===== src/rtl/clk_seq_pkg.sv =====
// Shared types and defaults for the clock/power sequencer.
// State encoding is fixed because STATE is exported for debug.
package clk_seq_pkg;

    typedef enum logic [2:0] {
        CS_HOLD = 3'd0,
        CS_RUN  = 3'd1,
        CS_HALT = 3'd2,
        CS_GATE = 3'd3,
        CS_OFF  = 3'd4,
        CS_STAB = 3'd5
    } cs_state_e;

    localparam int CS_STAB_CYCLES_DEF = 64;
    localparam int CS_GATE_CYCLES_DEF = 2;

    typedef struct packed {
        logic osc_ena;
        logic clk_ena;
        logic osc_stable;
    } cs_out_t;

    function automatic cs_out_t cs_decode(input cs_state_e s);
        cs_out_t o;
        case (s)
            CS_HOLD: o = '{osc_ena: 1'b1, clk_ena: 1'b0, osc_stable: 1'b0};
            CS_RUN:  o = '{osc_ena: 1'b1, clk_ena: 1'b1, osc_stable: 1'b1};
            CS_HALT: o = '{osc_ena: 1'b1, clk_ena: 1'b0, osc_stable: 1'b1};
            CS_GATE: o = '{osc_ena: 1'b1, clk_ena: 1'b0, osc_stable: 1'b0};
            CS_OFF:  o = '{osc_ena: 1'b0, clk_ena: 1'b0, osc_stable: 1'b0};
            CS_STAB: o = '{osc_ena: 1'b1, clk_ena: 1'b0, osc_stable: 1'b0};
            default: o = '{osc_ena: 1'b1, clk_ena: 1'b0, osc_stable: 1'b0};
        endcase
        return o;
    endfunction

endpackage


===== src/rtl/clk_power_seq_if.sv =====
// Signal bundle between decoder/interrupt logic, the sequencer and the clock block.
// No valid/ready here: requests are levels qualified only by the one-cycle T4_STB pulse,
// and WAKE is a plain level; outputs are registered levels.
interface clk_power_seq_if;
    logic       T4_STB;
    logic       HALT_REQ;
    logic       STOP_REQ;
    logic       WAKE;
    logic       OSC_ENA;
    logic       CLK_ENA;
    logic       OSC_STABLE;
    logic [2:0] STATE;

    modport master (
        output T4_STB, HALT_REQ, STOP_REQ, WAKE,
        input  OSC_ENA, CLK_ENA, OSC_STABLE, STATE
    );

    modport slave (
        input  T4_STB, HALT_REQ, STOP_REQ, WAKE,
        output OSC_ENA, CLK_ENA, OSC_STABLE, STATE
    );
endinterface


===== src/rtl/clk_power_seq_sat_down_cnt.sv =====
// Loadable down-counter that sticks at zero; reset loads RST_VAL.
module sat_down_cnt #(
    parameter int           W       = 4,
    parameter logic [W-1:0] RST_VAL = '0
) (
    input  logic         clk,
    input  logic         rst,
    input  logic         load,
    input  logic [W-1:0] load_val,
    input  logic         dec,
    output logic [W-1:0] cnt,
    output logic         zero
);

    always_ff @(posedge clk) begin
        if (rst) begin
            cnt <= RST_VAL;
        end else if (load) begin
            cnt <= load_val;
        end else if (dec && (cnt != '0)) begin
            cnt <= cnt - 1'b1;
        end
    end

    assign zero = (cnt == '0);

endmodule


===== src/rtl/clk_power_seq.sv =====
// Power-state sequencer driving OSC_ENA/CLK_ENA; CPU clock changes only after a T4 strobe
// so a machine cycle is never cut short (RESET excepted).
module clk_power_seq
    import clk_seq_pkg::*;
#(
    parameter int STAB_CYCLES = CS_STAB_CYCLES_DEF,
    parameter int GATE_CYCLES = CS_GATE_CYCLES_DEF
) (
    input logic             CLK,
    input logic             RESET,
    clk_power_seq_if.slave  bus
);

    localparam int CNT_MAX = (STAB_CYCLES > GATE_CYCLES) ? STAB_CYCLES : GATE_CYCLES;
    localparam int CW      = $clog2(CNT_MAX + 1);
    localparam logic [CW-1:0] STAB_LD = CW'(STAB_CYCLES);
    localparam logic [CW-1:0] GATE_LD = CW'(GATE_CYCLES);

    cs_state_e     state_q;
    cs_state_e     state_d;
    logic          cnt_load;
    logic          cnt_dec;
    logic [CW-1:0] cnt_ld_val;
    logic [CW-1:0] cnt;
    logic          cnt_zero;
    cs_out_t       outs;

    sat_down_cnt #(
        .W       (CW),
        .RST_VAL (STAB_LD)
    ) u_cnt (
        .clk      (CLK),
        .rst      (RESET),
        .load     (cnt_load),
        .load_val (cnt_ld_val),
        .dec      (cnt_dec),
        .cnt      (cnt),
        .zero     (cnt_zero)
    );

    always_ff @(posedge CLK) begin
        if (RESET) begin
            state_q <= CS_HOLD;
        end else begin
            state_q <= state_d;
        end
    end

    always_comb begin
        state_d    = state_q;
        cnt_load   = 1'b0;
        cnt_dec    = 1'b0;
        cnt_ld_val = STAB_LD;
        case (state_q)
            CS_HOLD, CS_STAB: begin
                cnt_dec = 1'b1;
                if (cnt_zero && bus.T4_STB) state_d = CS_RUN;
            end
            CS_RUN: begin
                if (bus.T4_STB) begin
                    if (bus.STOP_REQ) begin
                        state_d    = CS_GATE;
                        cnt_load   = 1'b1;
                        cnt_ld_val = GATE_LD;
                    end else if (bus.HALT_REQ && !bus.WAKE) begin
                        state_d = CS_HALT;
                    end
                end
            end
            CS_HALT: begin
                if (bus.WAKE && bus.T4_STB) state_d = CS_RUN;
            end
            CS_GATE: begin
                // Leave as the count reaches zero so GATE lasts exactly GATE_CYCLES cycles.
                cnt_dec = 1'b1;
                if (cnt <= CW'(1)) state_d = CS_OFF;
            end
            CS_OFF: begin
                if (bus.WAKE) begin
                    state_d    = CS_STAB;
                    cnt_load   = 1'b1;
                    cnt_ld_val = STAB_LD;
                end
            end
            default: state_d = CS_HOLD;
        endcase
    end

    always_comb begin
        outs = cs_decode(state_q);
    end

    assign bus.OSC_ENA    = outs.osc_ena;
    assign bus.CLK_ENA    = outs.clk_ena;
    assign bus.OSC_STABLE = outs.osc_stable;
    assign bus.STATE      = state_q;

endmodule


===== src/flat_wrapper.sv =====
// flat-port wrapper written by rule: the top's interface ports become plain ports
module clk_power_seq_flat import clk_seq_pkg::*;
#(
    parameter int STAB_CYCLES = CS_STAB_CYCLES_DEF,
    parameter int GATE_CYCLES = CS_GATE_CYCLES_DEF
)
  (CLK, RESET, bus_T4_STB, bus_HALT_REQ, bus_STOP_REQ, bus_WAKE, bus_OSC_ENA, bus_CLK_ENA, bus_OSC_STABLE, bus_STATE);
  clk_power_seq_if bus_i ();
  input logic CLK;
  input logic RESET;
  input wire logic [$bits(bus_i.T4_STB)-1:0] bus_T4_STB;
  input wire logic [$bits(bus_i.HALT_REQ)-1:0] bus_HALT_REQ;
  input wire logic [$bits(bus_i.STOP_REQ)-1:0] bus_STOP_REQ;
  input wire logic [$bits(bus_i.WAKE)-1:0] bus_WAKE;
  output wire logic [$bits(bus_i.OSC_ENA)-1:0] bus_OSC_ENA;
  output wire logic [$bits(bus_i.CLK_ENA)-1:0] bus_CLK_ENA;
  output wire logic [$bits(bus_i.OSC_STABLE)-1:0] bus_OSC_STABLE;
  output wire logic [$bits(bus_i.STATE)-1:0] bus_STATE;
  assign bus_i.T4_STB = bus_T4_STB;
  assign bus_i.HALT_REQ = bus_HALT_REQ;
  assign bus_i.STOP_REQ = bus_STOP_REQ;
  assign bus_i.WAKE = bus_WAKE;
  assign bus_OSC_ENA = bus_i.OSC_ENA;
  assign bus_CLK_ENA = bus_i.CLK_ENA;
  assign bus_OSC_STABLE = bus_i.OSC_STABLE;
  assign bus_STATE = bus_i.STATE;
  clk_power_seq #(.STAB_CYCLES(STAB_CYCLES), .GATE_CYCLES(GATE_CYCLES)) u_core (.CLK(CLK), .RESET(RESET), .bus(bus_i));
endmodule

===== config.mk =====
export PLATFORM = sky130hd
export DESIGN_NAME = clk_power_seq_flat
export DESIGN_NICKNAME = d
export VERILOG_FILES = /design/src/rtl/clk_seq_pkg.sv /design/src/rtl/clk_power_seq_if.sv /design/src/rtl/clk_power_seq_sat_down_cnt.sv /design/src/rtl/clk_power_seq.sv /design/src/flat_wrapper.sv
export SDC_FILE = /design/constraint.sdc
export NUM_CORES = 1
export LEC_CHECK = 0
export BUFFER_PORTS_ARGS = -buffer_cell sky130_fd_sc_hd__buf_2
export CAP_MARGIN = 30
export CORE_UTILIZATION = 35
export DETAILED_ROUTE_END_ITERATION = 10
export PLACE_DENSITY = 0.66
export SYNTH_ARGS = -nofsm -noshare
export SYNTH_HDL_FRONTEND = slang
export SYNTH_SLANG_ARGS = --single-unit
export TNS_END_PERCENT = 5

===== constraint.sdc =====
create_clock -name CLK -period 2.2 [get_ports CLK]
set_clock_uncertainty 0.05 [all_clocks]
set_input_delay 0.11 -clock CLK [delete_from_list [all_inputs] [get_ports CLK]]
set_output_delay 0.11 -clock CLK [all_outputs]
set_load 0.1 [all_outputs]

==> results of run 1 <==
[through the flow]
step           setup slack [ps]  area [um2]  setup TNS, ps  cells  total power [mW]
2_1_floorplan              -194         777           -525    102             0.791
3_3_place_gp                557         841              0    135             0.869
3_5_place_dp                536         841              0    135             0.884
4_1_cts                     285         877              0    139              1.07
5_1_grt                     181         877              0    139              1.15
6_report                    285         877              0    139              1.06
[worst max-delay path, delay by kind of cell, from the launching register on]
family                 cells  cell delay, ps
AND/OR/NAND/NOR            1             150
XOR/XNOR                   1             220
buffers and inverters      1             420
flip-flops                 1             670
[cell families after synthesis]
family / share of synthesized area
muxes: 0.0131
and+or+nand+nor: 0.356
AOI/OAI and AO/OA: 0.175
DFF: 0.261
xor gates and xnor gates: 0.0799
adders and majority gates: 0.0489
buffers and inverters: 0.0669
[cell usage in the layout, fill, tap and decap left out]
cell	count
nand2b_1	3
clkbuf_8	1
nand3_2	1
a31oi_1	2
o211ai_1	1
nand4b_1	2
buf_4	1
a211oi_1	1
mux2i_1	1
and3_2	1
inv_1	5
o211a_1	1
nor2b_4	1
nor2_2	1
nand3_1	4
a311oi_1	1
nor3_1	7
o22ai_1	1
dfxtp_1	10
nand3b_1	2
a21oi_1	6
ha_1	3
xor2_1	5
and3_1	1
clkbuf_4	3
nand2_1	6
buf_2	11
a41o_1	1
xnor2_1	2
and2_1	1
nor3b_1	1
nor4_4	1
a211oi_2	1
or2_1	1
o2111ai_1	1
nor2_1	15
nand4_1	2
o21ai_0	4
[final cells by class]
class,instances,area [um2]
fill,210,1120
multi-input combinational,81,526
sequential,10,200
timing repair buffer,12,62.6
clock buffer,4,36.3
tap,27,33.8
inverter,5,18.8
[power by group through the flow]
stage	registers (mW)	logic (mW)	clock network (mW)
2_1_floorplan	0.326	0.465	0
3_3_place_gp	0.311	0.558	0
3_5_place_dp	0.314	0.570	0
4_1_cts	0.310	0.576	0.179
5_1_grt	0.322	0.643	0.188
6_report	0.310	0.575	0.178
[worst max path at each step]
| stage | depth (start not counted) | end | start | slack (ps) |
|---|---|---|---|---|
| after floorplan | 4 | bus_OSC_ENA | u_core.bus.STATE[1] | -190 |
| after global placement | 6 | u_core.u_cnt.cnt[4] | u_core.bus.STATE[1] | 560 |
| after detailed placement | 4 | u_core.u_cnt.cnt[2] | u_core.bus.STATE[2] | 540 |
| after CTS | 3 | bus_OSC_STABLE | u_core.bus.STATE[1] | 280 |
| after global routing | 3 | bus_OSC_STABLE | u_core.bus.STATE[1] | 180 |
| final | 3 | bus_OSC_STABLE | u_core.bus.STATE[1] | 290 |
[registers in the layout, summed over array words and instances, names as in the netlist]
name	cells
u_core.u_cnt.cnt	7
u_core.bus.STATE	3
[metal layers]
metal  GRT usage  up-vias
li1            -      382
met1       0.197      326
met2       0.245       15
met3      0.0312        5
met4      0.0882        0
met5           0        -
==> qor.yml, run 1 <==
syn_inst: 102
crit_path_end_kind: "primary output"
clk_latency_ps: 280
ff2ff_path_depth: 4
synthTopCellsByArea: "dfxtp_1 (26%), nor2_1 (7.8%), xor2_1 (5.7%)"
p_sw_mw: 0.501
cp_data_required_time_ps: 2040
syn-num-nets: 111
slowest_stage: "dfxtp_1"
cts_root_buf: "clkbuf_4"
yosysMostFrequentCell: "nor2_1"
tightestPinTransition_ps: 621
gr-total-overflow: 0
rsz0062_at_grt: "false"
placementRows: 16
r2r-end: "u_core.u_cnt.cnt[3]"
antenna_found_initial: 0
min-delay-start: "RESET"
pin_count: 12
start_util: 0.383
gp_congestion: 0.871
cp_max_fo: 18
drc: 0
leakagePower_nw: 0.388
hp-class: "input port to register"
holdWs_ps: 34.3
slew_violations: 0
drt_iter0_markers: 19
final_hold_viol_count: 0
power_density_nw_per_um2: 1210
wirelength_mm: 1.65
dieWidth_um: 48.8
synth_area_per_cell_um2: 7.52
post_cts_resized: 0
cts_setup_buffers: 0
outcome: "finished, final reports clean"
core_um2: 2000
cp.arrival_ps: 1750
cts_tree: "yes"
r2r_start: "u_core.bus.STATE[2]"
ys.flop_type: "dfxtp_1"
intPower_mw: 0.561
post-route-min-period_ps: 1910
crit_chain: "xor2_1, nor2b_4, buf_2"
synth-seq-area-share: 0.261
path_class: "register to primary output"
num_antenna_cells: 0
fin_nets: 122
synth_edf_count: 0
relSlewSlack: 0.586
antenna_left: 0
grt_pass1_vias: 647
ir_drop_mv: 0.743
h-tree-depth: 1
min_path_cells: 2
wl_per_cell_um: 11.9
drive_above_1_share: 0.196
ff2ff_setup_slack_ps: 510
ys_ff_latch: 10
postCtsHoldBufs: 0
yosysWarnings: 0
routed_via_density: 5.24
met1_length_um: 806
max_freq_ghz: 0.522
synth_top_area_cell: "dfxtp_1"
setup_viol: 0
synth.distinct_cells: 36
top_layer: "met4"
slowest_delay_ps: 670
pwr-share-comb: 0.541
clock-sinks: 10
seqPwrFrac: 0.292
grt_max_degree: 20
dr.pass1.iters: 4
die_h_um: 48.8
dpl.hpwl_mm: 1.20
area_growth_pct: 14.4
start_kind: "register"
synthTopCellsByCount: "nor2_1 (16), dfxtp_1 (10), nor3_1 (7)"
syn-cell-area_um2: 767
drv_cap: 0
routed-via-count: 728
grt_pass1_wl_mm: 2.84
holdPathEnd: "u_core.bus.STATE[2]"
swShare: 0.472
clkTransAtPathRegs_ps: 70
synth_top_area_share: 0.261
cts_made_buffers: 3
grt_use_total: 0.156
async_flop_share: 0
power_frac_clock: 0.167
wl_met3_um: 67
portBuffers: 11
clock_path_buffers: 2
finalCritPeriodShare: 0.870
final_core_util: 0.438
met2WireLength_um: 737
fp.dieArea_um2: 2380
Note: power is estimated with default switching activity, not from simulation.
==> run 2: changes to the inputs <==
--- a/config.mk
+++ b/config.mk
@@ -8,6 +8,7 @@
 export BUFFER_PORTS_ARGS = -buffer_cell sky130_fd_sc_hd__buf_2
 export CAP_MARGIN = 30
 export CORE_UTILIZATION = 35
+export CTS_BUF_LIST = sky130_fd_sc_hd__clkbuf_8 sky130_fd_sc_hd__clkbuf_16
 export DETAILED_ROUTE_END_ITERATION = 10
 export PLACE_DENSITY = 0.66
 export SYNTH_ARGS = -nofsm -noshare
==> run 2 against run 1 <==
Die area did not move. Utilization rose by 0.94 points. Cell count did not move. Setup slack better by 53 ps. Total power grew 6.2%. Non-clock buffer count stayed put. Highest routed layer unchanged. Combinational power barely moved. Routed wire length increased by 0.54%. Largest power group unchanged. Flip-flop and latch count is the same. Cell area increased by 2.1%. Fmax increased by 2.9%. Critical path type unchanged.
==> qor.yml, run 2 (synthesized netlist as in run 1, its figures left out) <==
instances_no_fill: 139  # unchanged
post-route-min-period_ps: 1860  # -53.1 ps
portBuffers: 11  # unchanged
cp_max_fo: 18  # unchanged
cp.arrival_ps: 1700  # -50 ps
power_density_nw_per_um2: 1260  # +4.0%
placementRows: 16  # unchanged
area_growth_pct: 16.8
final_area_um2: 896  # +2.1%
crit_path_end_kind: "primary output"
pin_count: 12  # unchanged
grt_max_degree: 20  # unchanged
clock-sinks: 10  # unchanged
drive_above_1_share: 0.196  # unchanged
clk_latency_ps: 240  # -40 ps
drv_cap: 0  # unchanged
largest_reg_flops: 7  # unchanged
fin_nets: 122  # unchanged
cts_made_buffers: 3  # unchanged
final_hold_viol_count: 0  # unchanged
gr-total-overflow: 0  # unchanged
tightestPinTransition_ps: 606  # -14.4 ps
num_antenna_cells: 0  # unchanged
cts_tree: "yes"
slew_violations: 0  # unchanged
final-seq-area_um2: 200  # unchanged
dpl_worst_slack_ps: 536  # unchanged
start_util: 0.383  # unchanged
antenna_found_initial: 0  # unchanged
ff2ff_path_depth: 4  # unchanged
outcome: "finished, final reports clean"
dp.cells: 135  # unchanged
postCtsHoldBufs: 0  # unchanged
start_kind: "register"
dieWidth_um: 48.8  # unchanged
crit_chain: "xor2_1, nor2b_4, buf_2"
die_h_um: 48.8  # unchanged
final.setup.tns_ps: 0  # unchanged
drc: 0  # unchanged
worst_slack_ps: 338  # +53.1 ps
largest-register: "u_core.u_cnt.cnt"
final_cell_mix: "nor2_1 (15), buf_2 (11), dfxtp_1 (10), nor3_1 (7)"
dpl.hpwl_mm: 1.20  # unchanged
cts_setup_buffers: 0  # unchanged
slowest_delay_ps: 660  # about the same
routed-via-count: 743  # +2.1%
cp_data_required_time_ps: 2040  # about the same
dr.pass1.iters: 4  # unchanged
relSlewSlack: 0.595  # +0.00963
routed_via_density: 5.35  # +2.1%
rsz0062_at_grt: "false"
setup_viol: 0  # unchanged
cts_root_buf: "clkbuf_8"
slowest_stage: "dfxtp_1"
leakagePower_nw: 0.396  # +2.0%
finalPower_mw: 1.13  # +6.2%
hp-class: "input port to register"
drt_iter0_markers: 10  # -9
finalCritPeriodShare: 0.846  # -0.0241
ff2ff_setup_slack_ps: 530  # +20 ps
max_freq_ghz: 0.537  # +2.9%
wl_per_cell_um: 12.0  # +0.54%
fp.dieArea_um2: 2380  # unchanged
path_class: "register to primary output"
layout_commonest_cell: "nor2_1"
clock_path_buffers: 2  # unchanged
multiInputGateArea_um2: 526  # unchanged
h-tree-depth: 1  # unchanged
post_cts_resized: 0  # unchanged
ir_drop_mv: 0.567  # -24%
min_path_cells: 2  # unchanged
grt_pass1_wl_mm: 2.84  # +0.25%
clkTransAtPathRegs_ps: 50  # -20 ps
antenna_left: 0  # unchanged
fill_cells: 208  # -0.95%
wirelength_mm: 1.66  # +0.54%
core_um2: 2000  # unchanged
grt_use_total: 0.153  # -0.00263
postPlaceCellArea_um2: 841  # unchanged
grt_pass1_vias: 646  # -0.15%
gp_congestion: 0.871  # unchanged
run 2: final timing paths:
path	startpoint	endpoint
setup / recovery	u_core.bus.STATE[1]	bus_OSC_STABLE
hold / removal	RESET	u_core.bus.STATE[2]
setup reg to reg	u_core.bus.STATE[2]	u_core.u_cnt.cnt[3]
hold reg to reg	u_core.u_cnt.cnt[1]	u_core.u_cnt.cnt[1]
run 2: cell type report:
class / instances / area share
clock buffers: 4 / 0.0615
multi-input cells: 81 / 0.587
inverters: 5 / 0.0209
well taps: 27 / 0.0377
repair buffers: 12 / 0.0698
flip-flops and latches: 10 / 0.223
run 2: through the flow:
step / util / hold slack [ps]
after global routing: 0.448 / 103
after CTS: 0.448 / 87.8
after global placement: 0.420 / 331
after detailed placement: 0.420 / 335
after floorplan: - / 132
final: 0.448 / 86.0
run 2: layer usage:
metal	up-vias	GRT usage	wire length, um
li1	379	-	-
met5	-	0	0
met3	4	0.0405	97
met2	20	0.245	740
met4	0	0.0441	25
met1	340	0.200	800
run 2: critical path, delay by kind of cell, from the launching register on:
kind / cells / cell delay (ps)
xor gates and xnor gates: 1 / 220
buffers and inverters: 1 / 420
DFF: 1 / 660
and+or+nand+nor: 1 / 150
run 2: report_power, final:
group / total [mW] / switching (mW) / internal [mW]
Clock: 0.238 / 0.0805 / 0.158
Combinational: 0.577 / 0.353 / 0.224
Sequential: 0.312 / 0.0745 / 0.237
==> run 3: changes to the inputs <==
--- a/config.mk
+++ b/config.mk
@@ -10,7 +10,7 @@
 export CORE_UTILIZATION = 35
 export CTS_BUF_LIST = sky130_fd_sc_hd__clkbuf_8 sky130_fd_sc_hd__clkbuf_16
 export DETAILED_ROUTE_END_ITERATION = 10
-export PLACE_DENSITY = 0.66
+export PLACE_DENSITY = 0.68
 export SYNTH_ARGS = -nofsm -noshare
 export SYNTH_HDL_FRONTEND = slang
 export SYNTH_SLANG_ARGS = --single-unit
==> constraint.sdc (replaced) <==
create_clock -name CLK -period 1.7 [get_ports CLK]
set_clock_uncertainty 0.05 [all_clocks]
set_input_delay 0.085 -clock CLK [delete_from_list [all_inputs] [get_ports CLK]]
set_output_delay 0.085 -clock CLK [all_outputs]
set_load 0.1 [all_outputs]
==> run 3 against run 2 <==
Flip-flop and latch count unchanged. Critical path depth up 3. Clock power up 3%. Worst hold slack worse by 35 ps. First-iteration DRC count rose to 3.7 times the previous value. Cell count up 0.72%. Utilization up 1.3 points. Non-clock buffer count up 1. Cell area up 2.9%. Sequential share of layout area up 0.58 points. Total power up 30%. Highest routed layer unchanged.
==> qor.yml, run 3 (synthesized netlist as in run 1, its figures left out) <==
outcome: "finished, final reports clean"
portBuffers: 11  # unchanged
crit_chain: "nor4_4, buf_4, and3_2, a31oi_1, a21oi_1, nor2_1"
relSlewSlack: 0.680  # +0.0847
largest-register: "u_core.u_cnt.cnt"
final_cell_mix: "nor2_1 (15), buf_2 (10), nor3_1 (7), dfxtp_1 (7)"
use_met3: 0.0467  # +0.00623
gr-total-overflow: 0  # unchanged
area_growth_pct: 20.2
hp-class: "input port to register"
antenna_found_initial: 0  # unchanged
power_density_nw_per_um2: 1580  # +26%
final_area_um2: 922  # +2.9%
start_kind: "register"
rsz0062_at_grt: "true"
max_freq_ghz: 0.632
drv_cap: 0  # unchanged
dr.pass1.iters: 4  # unchanged
fp.dieArea_um2: 2380  # unchanged
cp.arrival_ps: 1660  # -40 ps
placementRows: 16  # unchanged
fin_nets: 123  # +0.82%
cts_setup_buffers: 0  # unchanged
final-seq-area_um2: 211  # +5.6%
start_util: 0.383  # unchanged
wirelength_mm: 1.82  # +9.6%
antenna_left: 0  # unchanged
cp_max_fo: 5  # -13
grt_max_degree: 20  # unchanged
drt_iter0_markers: 37  # +27
slowest_stage: "nor4_4"
leakagePower_nw: 0.403  # +1.8%
routed-via-count: 785  # +5.7%
cts_made_buffers: 3  # unchanged
wl_per_cell_um: 13.0  # +8.8%
h-tree-depth: 1  # unchanged
clk_latency_ps: 230  # about the same
tightestPinTransition_ps: 483  # -123 ps
num_antenna_cells: 0  # unchanged
fill_cells: 222  # +6.7%
multiInputGateArea_um2: 541  # +2.9%
met1_usage: 0.190  # -0.0100
dpl.hpwl_mm: 1.32  # +10%
drc: 0  # unchanged
dieWidth_um: 48.8  # unchanged
final_hold_viol_count: 0  # unchanged
cts_tree: "yes"
clock_path_buffers: 2  # unchanged
slew_violations: 0  # unchanged
post_cts_resized: 0  # unchanged
die_h_um: 48.8  # unchanged
finalCritPeriodShare: 0.931
crit_path_end_kind: "register"
setup_viol: 0  # unchanged
busiest_layer: "met2"
instances_no_fill: 140  # +0.72%
post-route-min-period_ps: 1580
core_um2: 2000  # unchanged
clkTransAtPathRegs_ps: 50  # about the same
gp_congestion: 0.789  # -9.4%
dp.cells: 136  # +0.74%
largest_reg_flops: 7  # unchanged
cts_root_buf: "clkbuf_8"
drive_above_1_share: 0.230  # +0.0337
pin_count: 12  # unchanged
postCtsHoldBufs: 0  # unchanged
clock-sinks: 10  # unchanged
ir_drop_mv: 0.553  # -2.5%
cp_data_required_time_ps: 1780  # -260 ps
routed_via_density: 5.61  # +4.9%
slowest_delay_ps: 380  # -280 ps
grt_pass1_wl_mm: 3.04  # +6.8%
grt_pass1_vias: 717  # +11%
layout_commonest_cell: "nor2_1"
grt_use_total: 0.165  # +0.0116
grt_use_met2: 0.285  # +0.0394
postPlaceCellArea_um2: 867  # +3.1%
path_class: "register to register"
run 3: cell type report:
cell class                      count  share of cell area
Clock inverter                      1             0.00407
Sequential cell                    10               0.229
Tap cell                           27              0.0366
Multi-Input combinational cell     81               0.586
Clock buffer                        3              0.0448
Timing Repair Buffer               13              0.0787
Inverter                            5              0.0204
run 3: stage by stage:
step                setup TNS, ps  setup slack [ps]  utilization  power [mW]  hold slack, ps
global route                -7.62             -7.62        0.461        1.57            55.2
CTS                             0              92.3        0.456        1.44            44.9
finish                          0               117        0.461        1.46            50.7
global placement                0               175        0.433        1.15             290
floorplan                       0             0.295            -        1.03            97.7
detailed placement              0               151        0.433        1.18             291
run 3: power breakdown:
group | leakage [nW] | switching [mW] | internal, mW
clock | 0.0269 | 0.0870 | 0.157
combinational | 0.291 | 0.502 | 0.311
sequential | 0.0848 | 0.0952 | 0.308
run 3: worst max-delay path, delay by kind of cell, from the launching register on:
family	cells	cell delay, ps
buffers and inverters	1	190
and+or+nand+nor	3	630
DFF	1	360
AOI/OAI and AO/OA	2	260
run 3: worst paths after layout:
| path | start | endpoint | slack, ps | cells past startpoint |
|---|---|---|---|---|
| setup / recovery | u_core.u_cnt.cnt[2] | u_core.bus.STATE[2] | 120 | 6 |
| hold / removal | RESET | u_core.bus.STATE[2] | 50 | 2 |
| setup reg to reg | u_core.u_cnt.cnt[2] | u_core.bus.STATE[2] | 120 | 6 |
| hold reg to reg | u_core.u_cnt.cnt[5] | u_core.u_cnt.cnt[5] | 520 | 2 |
run 3: metal layers:
layer  vias up  wire length (um)  share of wire
met5         -                 0              0
met4         0                40          0.022
met3         4                85          0.047
met2        24               911           0.50
met1       374               785           0.43
li1        383                 -              -
